File: src/rtl/mole_pkg.sv
// rtl/mole_pkg.sv - shared state encoding, LFSR constants and default timing for the mole scheduler
package mole_pkg;

  typedef enum logic [2:0] {
    IDLE,
    GAP,
    SPAWN,
    UP,
    HIT,
    MISS,
    OVER
  } state_t;

  // x^8 + x^6 + x^5 + x^4 + 1 as a tap mask on q[7:0]
  localparam int          LFSR_W    = 8;
  localparam logic [7:0]  LFSR_TAPS = 8'hB8;
  localparam logic [7:0]  LFSR_SEED = 8'h01;

  localparam int DEF_N_HOLES    = 9;
  localparam int DEF_GAP_CYCLES = 25_000_000;
  localparam int DEF_UP_CYCLES  = 100_000_000;
  localparam int DEF_MIN_UP     = 25_000_000;
  localparam int DEF_UP_STEP    = 5_000_000;
  localparam int DEF_MAX_MISS   = 3;
  localparam int DEF_SCORE_MAX  = 99;

endpackage

File: src/rtl/mole_lfsr.sv
// rtl/mole_lfsr.sv - free-running 8-bit Fibonacci LFSR used to pick the next hole
module mole_lfsr
  import mole_pkg::*;
(
  input  logic              cin,
  input  logic              key0_n,
  output logic [LFSR_W-1:0] q
);

  logic fb;

  assign fb = ^(q & LFSR_TAPS);

  always_ff @(posedge cin or negedge key0_n) begin
    if (!key0_n) begin
      q <= LFSR_SEED;
    end else begin
      q <= {q[LFSR_W-2:0], fb};
    end
  end

endmodule

File: src/rtl/mole_scheduler.sv
// rtl/mole_scheduler.sv - whack-a-mole round sequencer; MOLE_SPEEDUP_EN shrinks the up window on each hit
module mole_scheduler
  import mole_pkg::*;
#(
  parameter int N_HOLES    = DEF_N_HOLES,
  parameter int GAP_CYCLES = DEF_GAP_CYCLES,
  parameter int UP_CYCLES  = DEF_UP_CYCLES,
  parameter int MIN_UP     = DEF_MIN_UP,
  parameter int UP_STEP    = DEF_UP_STEP,
  parameter int MAX_MISS   = DEF_MAX_MISS,
  parameter int SCORE_MAX  = DEF_SCORE_MAX
) (
  input  logic               cin,
  input  logic               key0_n,
  input  logic               start,
  input  logic [N_HOLES-1:0] btn,
  output logic [N_HOLES-1:0] mole,
  output logic [6:0]         score,
  output logic [3:0]         misses,
  output logic               hit_pulse,
  output logic               game_over,
  output logic               busy
);

  localparam int HW   = $clog2(N_HOLES);
  localparam int CMAX = (UP_CYCLES > GAP_CYCLES) ? UP_CYCLES : GAP_CYCLES;
  localparam int CW   = $clog2(CMAX + 1);
  localparam logic [7:0] N8 = 8'(N_HOLES);

  state_t              state, state_nx;
  logic [CW-1:0]       cnt;
  logic [CW-1:0]       up_time;
  logic [HW-1:0]       hole_q, hole_nx, h_base;
  logic [7:0]          h_mod;
  logic [N_HOLES-1:0]  btn_q, press;
  logic [LFSR_W-1:0]   lfsr;
  logic                start_game, gap_done, up_done, hit_now, last_miss;

  mole_lfsr u_lfsr (
    .cin    (cin),
    .key0_n (key0_n),
    .q      (lfsr)
  );

  assign press      = btn & ~btn_q;
  assign start_game = start && ((state == IDLE) || (state == OVER));
  assign gap_done   = (cnt == CW'(GAP_CYCLES - 1));
  assign up_done    = (cnt == up_time - CW'(1));
  assign hit_now    = press[hole_q];
  assign last_miss  = ((misses + 4'd1) == 4'(MAX_MISS));

  // hole_q doubles as prev_hole: it only changes in SPAWN
  always_comb begin
    h_mod  = lfsr % N8;
    h_base = HW'(h_mod);
    if (h_base == hole_q) begin
      hole_nx = (h_base == HW'(N_HOLES - 1)) ? '0 : h_base + HW'(1);
    end else begin
      hole_nx = h_base;
    end
  end

  always_ff @(posedge cin or negedge key0_n) begin
    if (!key0_n) begin
      state <= IDLE;
    end else begin
      state <= state_nx;
    end
  end

  always_comb begin
    state_nx  = state;
    mole      = '0;
    hit_pulse = 1'b0;
    game_over = 1'b0;
    busy      = 1'b0;
    case (state)
      IDLE: begin
        if (start) state_nx = GAP;
      end
      GAP: begin
        busy = 1'b1;
        if (gap_done) state_nx = SPAWN;
      end
      SPAWN: begin
        busy     = 1'b1;
        state_nx = UP;
      end
      UP: begin
        busy = 1'b1;
        mole = N_HOLES'(1) << hole_q;
        if (hit_now) state_nx = HIT;
        else if (up_done) state_nx = MISS;
      end
      HIT: begin
        busy      = 1'b1;
        hit_pulse = 1'b1;
        state_nx  = GAP;
      end
      MISS: begin
        busy     = 1'b1;
        state_nx = last_miss ? OVER : GAP;
      end
      OVER: begin
        game_over = 1'b1;
        if (start) state_nx = GAP;
      end
      default: state_nx = IDLE;
    endcase
  end

  // Only GAP and UP are timed; every state change restarts the count
  always_ff @(posedge cin or negedge key0_n) begin
    if (!key0_n) begin
      cnt    <= '0;
      btn_q  <= '0;
      hole_q <= '0;
      score  <= '0;
      misses <= '0;
    end else begin
      btn_q <= btn;
      if ((state_nx != state) || !((state == GAP) || (state == UP))) begin
        cnt <= '0;
      end else begin
        cnt <= cnt + CW'(1);
      end
      if (state == SPAWN) hole_q <= hole_nx;
      if (start_game) begin
        score  <= '0;
        misses <= '0;
      end else begin
        if ((state == HIT) && (score < 7'(SCORE_MAX))) score <= score + 7'd1;
        if (state == MISS) misses <= misses + 4'd1;
      end
    end
  end

`ifdef MOLE_SPEEDUP_EN
  always_ff @(posedge cin or negedge key0_n) begin
    if (!key0_n) begin
      up_time <= CW'(UP_CYCLES);
    end else if (start_game) begin
      up_time <= CW'(UP_CYCLES);
    end else if (state == HIT) begin
      if (int'(up_time) >= MIN_UP + UP_STEP) up_time <= up_time - CW'(UP_STEP);
      else up_time <= CW'(MIN_UP);
    end
  end
`else
  assign up_time = CW'(UP_CYCLES);
`endif

endmodule

File: config.mk
export PLATFORM = sky130hd
export DESIGN_NAME = mole_scheduler
export DESIGN_NICKNAME = d
export VERILOG_FILES = /design/src/rtl/mole_pkg.sv /design/src/rtl/mole_lfsr.sv /design/src/rtl/mole_scheduler.sv
export SDC_FILE = /design/constraint.sdc
export NUM_CORES = 1
export LEC_CHECK = 0
export ABC_AREA = 1
export CELL_PAD_IN_SITES_DETAIL_PLACEMENT = 2
export CELL_PAD_IN_SITES_GLOBAL_PLACEMENT = 2
export CORE_MARGIN = 2
export CORE_UTILIZATION = 31
export CTS_CLUSTER_DIAMETER = 80
export DETAILED_ROUTE_END_ITERATION = 8
export PLACE_DENSITY_LB_ADDON = 0.08
export SYNTH_ARGS = -nofsm -noshare
export SYNTH_HDL_FRONTEND = slang
export SYNTH_SLANG_ARGS = --single-unit
File: constraint.sdc
create_clock -name cin -period 4 [get_ports cin]
set_input_delay 0.4 -clock cin [delete_from_list [all_inputs] [get_ports cin]]
set_output_delay 0.4 -clock cin [all_outputs]
set_load 0.01 [all_outputs]
* Yosys cells after proc, flatten, opt, wreduce, memory -nomap -nowiden
Cells that the tools add are included.
Storage, ports and cells: register bits after elaboration 62, word-level logic and storage cells 60
Operators by class: add/sub/neg operators 4, divide/modulo/power cells 1, reduce and logical (&&, ||, !) cells 12, bitwise logic cells 2, eq/ne operators 12, mux-type cells 19, $lt $le $gt $ge 2, shift-type cells 1
Operator list (number):
- 27-bit by 1-bit adder with 27-bit output (second input constant) | 1
- 27-bit by 25-bit == test with 1-bit output (second input constant) | 1
- 27-bit == test (second input constant) | 1
- 27-bit two-way mux | 1
- 3-bit one-hot mux with 6 select lines | 1
- 4-bit two-way mux | 4
- 3-bit two-way mux | 5
- 7-bit two-way mux | 2
- 9-bit AND | 1
- 3-bit == test (second input constant) | 3
- 9-bit two-way mux | 1
- 9-bit NOT | 1
- 1-bit by 4-bit << shifter with 9-bit output (first input constant) | 1
- 4-bit by 1-bit adder with 4-bit output (second input constant) | 2
- 8-bit by 4-bit remainder unit with 8-bit output (second input constant) | 1
- 8-bit parity | 1
- 7-bit by 1-bit adder with 7-bit output (second input constant) | 1
- 7-bit < comparator (second input constant) | 1
- 3-bit by 2-bit == test with 1-bit output (second input constant) | 2
- 4-bit by 5-bit < comparator with 1-bit output (second input constant) | 1
- 5-bit OR reduction | 1
- 1-bit binary-select mux with 4-bit select | 1
- 4-bit by 2-bit == test with 1-bit output (second input constant) | 1
- 4-bit == test | 1
- 10 further kinds | 17

* Longest topological paths before layout
depth after elaboration 9, gate-level depth with buffers 38

* Cells and area by module
Synthesis repeated with hierarchy kept, for this count alone.
Unflattened totals: cell total of the unflattened synthesis 530, area total of the unflattened synthesis 3913.8 µm²
By module, submodules not included:
- mole_scheduler | instances 1, cells each 505, area each 3641.0 µm²
- mole_lfsr | instances 1, cells each 25, area each 272.8 µm²

* Worst setup path after synthesis
OpenSTA, ideal clock, no wires.
path kind register -> register, start point register u_lfsr.q[5], end point register hole_q[2], library setup time 0.117 ns, clock period less this slack 3.878 ns, cell stages (with the launch flop) 38, slack 0.122 ns, arrival time 3.762 ns, cells stage by stage dfrtp_1 -> inv_1 -> ha_1 -> inv_1 -> nand2_4 -> nand3_4 -> nand4_2 -> nand2_4 -> nand2_4 -> nand2_2 -> nand2_2 -> inv_2 -> nand2_4 -> nand2_4 -> nand2_2 -> nand2_1 -> inv_1 -> ha_1 -> [... 2 more ...] -> nand3_4 -> nand2_1 -> nand2_1 -> ha_1 -> inv_1 -> nor2_2 -> nand2_4 -> nand3_4 -> nand2_1 -> nand2_1 -> nand2_1 -> nand2_1 -> nor2_4 -> nand2_2 -> nand2_1 -> nand2_1 -> nand2_1 -> nand2_1
Between the ends: cells in the longest elaborated chain, start to end 4
Ends and longest elaborated chain:
- start: declaration | line mole_lfsr.sv:7 | output logic [LFSR_W-1:0] q
- start signal: assignment | line mole_lfsr.sv:18 | q <= {q[LFSR_W-2:0], fb};
- 8-bit by 4-bit remainder unit with 8-bit output (*) | line mole_scheduler.sv:54 | h_mod = lfsr % N8;
- 4-bit by 1-bit adder with 4-bit output / 4-bit == test (equally long branches) | line mole_scheduler.sv:57 | hole_nx = (h_base == HW'(N_HOLES - 1)) ? '0 : h_base + HW'(1);
- 4-bit two-way mux | line mole_scheduler.sv:57
- 4-bit two-way mux (*) | line mole_scheduler.sv:56 | if (h_base == hole_q) begin
- end signal: assignment | line mole_scheduler.sv:127 | if (state == SPAWN) hole_q <= hole_nx;
- end: declaration | line mole_scheduler.sv:33 | logic [HW-1:0] hole_q, hole_nx, h_base;
Mark *: on every way between the ends. The rest lies on a longest branch, timed or not. A chain may end at the register's enable or synchronous reset.

* Worst setup path after layout
start point register u_lfsr.q[5], end point register hole_q[0]
The elaborated chain is that of the path after synthesis.

==> reports/qor.txt <==
Crit. End Element - flip-flop
Met2 Use GR - 31.43%
Reg2reg end - hole_q[0]
Cells after Synth - 563
CTS tree - yes
Vias - 4114
Hold Vio Cnt, Final - 0
Crit-path max cell delay - 390 ps
GR Util met3 - 3.565%
Later-pin clock latency in the skew report - 330 ps
Final max-slew violation count - 0
Cts hold-fix bufs - 0
Die Area - 14350 um^2
Maxcap violations - 0
Power per cell area - 282.9 nW/um^2
Placer Congestion - 0.8114
Compound-Gate Fraction of Synth Area - 6.592%
Crit path kind - flip-flop to flip-flop
Initial DRC Count - 143
Hpwl dp - 9566 um
Most frequent cells in the layout - 94 x nand2_1, 77 x inv_1, 66 x nor2_1
Critical Path RT - 4220 ps
Max Buffers Root-to-Sink - 2
Switching Power - 361.6 uW
H-tree levels - 3
Critical Path Source - u_lfsr.q[5]
Top cell by count, worst path - nand2_4
Root Buffer Master - clkbuf_16
Dpl ws - -242.4 ps
LEAKAGE - 2.684 nW
Synth async-reset ratio - 100.0%
Final ANT Viol Nets - 0
Synth unique cells - 38
Syn nets - 584
Final worst-path cycle share - 100.6%
Worst rel slew slack - 45.36%
Failing checks - negative setup slack
Commonest non-fill, non-tap cell in the layout - nand2_1
Fmax achieved - 248.4 MHz
Class of the worst hold path - primary input to async pin
Worst Tran Pin Value - 819.6 ps
Syn_area_per_cell - 7.383 um^2
Net Sw Frac - 22.96%
Netlist Area Pre-Place - 4156 um^2
Final Hold Slack - 238.9 ps
Antenna diodes - 0
Number of global-route vias before repair - 4386
Die height - 119.8 um
Layout cell share with drive strength beyond 1 - 22.92%
Fraction of the mapped netlist area in simple logic gates - 42.29%
# nets final - 666
# setup viols final - 3
Gr usage total - 19.03%
DRT Pass-1 Iters - 4
Starting density of the core - 31.51%
Drt drc - 0
Seq/Total Area, Yosys - 37.36%
Main combinational cell family by area after synthesis - simple AND/OR/NAND/NOR gates
CTS buffer count - 9
Fillers - 1503
Die width - 119.8 um
Yosys warns - 0
Mux cell area share after synthesis - 0%
Internal power - 1.213 mW
Total congestion overflow - 0
Clock power frac - 50.3%
Worst vdd ir - 0.2257 mV
Cell depth of the worst flop-to-flop path - 33
Critical Path Fanout Max - 7
Worst setup margin - -25.05 ps
Final min period - 4025 ps
Post-Route WL - 14010 um
Initial antenna violation count - 0
Slowest CP cell - dfrtp_1
Number of port buffers - 34
Total power - 1.575 mW
Synthesis-to-layout area growth - 33.96%
Most common flop cell mapped by yosys - dfrtp_1
Pin count of the biggest net entering global routing - 63
Sequential share of power - 42.6%
EDFF count, synth - 0
Arr. time, crit path - 4250 ps
Fin area - 5568 um^2
Core area - 13190 um^2
Xor-xnor portion of the synthesized cell area - 2.739%
Reg clk slew, reported paths - 50 ps
Type of element launching the critical path - flip-flop
Clk sink count - 62
Row cnt - 42
M1 GR Usage - 25.61%
Avg Vias per Cell - 4.981
FF+latch count, synth - 62
Status - finished with violations
Clk_skew - 4.578 ps
GR peak layer - met2
Top Ports - 35
Wire per inst - 16.96 um
Unrepaired setup endpoints after global routing - true
Placed Instance Area - 4765 um^2
First-pass GRT wire length - 22010 um
Worst r2r src - u_lfsr.q[5]
Adder-Cell Fraction of Synth Area - 2.709%
R2r setup slk - -30 ps
Gate power share - 7.1%
-- final cells by class --
cell class	count	area [um^2]	area share (%)
multi-input combinational	410	2506	45.01
sequential	62	1554	27.91
timing repair buffer	74	651.9	11.71
inverter	88	332.8	5.978
clock buffer	13	260.3	4.674
tap	176	220.2	3.955
clock inverter	3	42.54	0.7640
-- power by group through the flow --
stage	Combinational (mW)	Clock, mW	Sequential (mW)
after floorplan	0.0587	0	0.678
after global placement	0.105	0	0.679
after detailed placement	0.111	0	0.681
after CTS	0.114	0.818	0.671
after global routing	0.130	0.846	0.675
final	0.112	0.792	0.671
-- metrics by stage --
stage | util, % | setup TNS (ps) | cells
2_1_floorplan | - | 0 | 563
3_3_place_gp | 36.12 | 0 | 779
3_5_place_dp | 36.12 | -813.1 | 779
4_1_cts | 39.67 | 0 | 806
5_1_grt | 42.21 | -1388 | 826
6_report | 42.21 | -58.62 | 826
-- repair_timing --
| item | in CTS | in global routing |
|---|---|---|
| endpoints found under the hold margin | 0 | 0 |
| endpoints found under the setup margin | 4 | 4 |
| resized for setup | 24 | 40 |
| buffers inserted | 11 | 20 |
| cloned | 0 | 0 |
| pin swaps | 14 | 33 |
-- cell usage after synthesis, types with 19 or more instances --
cell type | count | area share, %
a21oi_1 | 19 | 2.3
nor3_1 | 20 | 2.4
nand2_2 | 24 | 3.6
nand3_1 | 49 | 5.9
nand4_1 | 22 | 3.3
nand2_1 | 113 | 10
inv_1 | 82 | 7.4
dfrtp_1 | 61 | 37
nor2_1 | 69 | 6.2
-- worst max-delay path, delay by kind of cell, from the launching register on --
family	cells	cell delay (ps)
DFF	1	390
AOI/OAI and AO/OA	1	240
adders and majority gates	2	310
buffers and inverters	6	510
and+or+nand+nor	24	2420
-- sequential cells by signal, summed over array words and instances (netlist names) --
register and cells:
misses 4, score 7, state 3, hole_q 4, btn_q 9, u_lfsr.q 8
cnt 27
-- per-layer routing --
layer	up-vias	share of wire, %
li1	2003	-
met3	15	2.3
met4	0	1.4
met5	-	0
met2	50	49
met1	2046	47
-- cell families (layout without fill, tap and decap cells) --
kind of cell / after synthesis / count (layout)
and+or+nand+nor: 343 / 343
adders and majority gates: 9 / 9
buffers and inverters: 91 / 178
xor gates and xnor gates: 13 / 13
AOI/OAI and AO/OA: 45 / 45
DFF: 62 / 62
-- worst max path at each step --
stage,slack [ps],depth (start not counted),end
after floorplan,120,37,hole_q[2]
after global placement,70,36,hole_q[2]
after detailed placement,-240,38,hole_q[2]
after CTS,4,36,hole_q[2]
after global routing,-350,31,hole_q[0]
final,-30,33,hole_q[0]
Note: power is estimated with default switching activity, not from simulation.
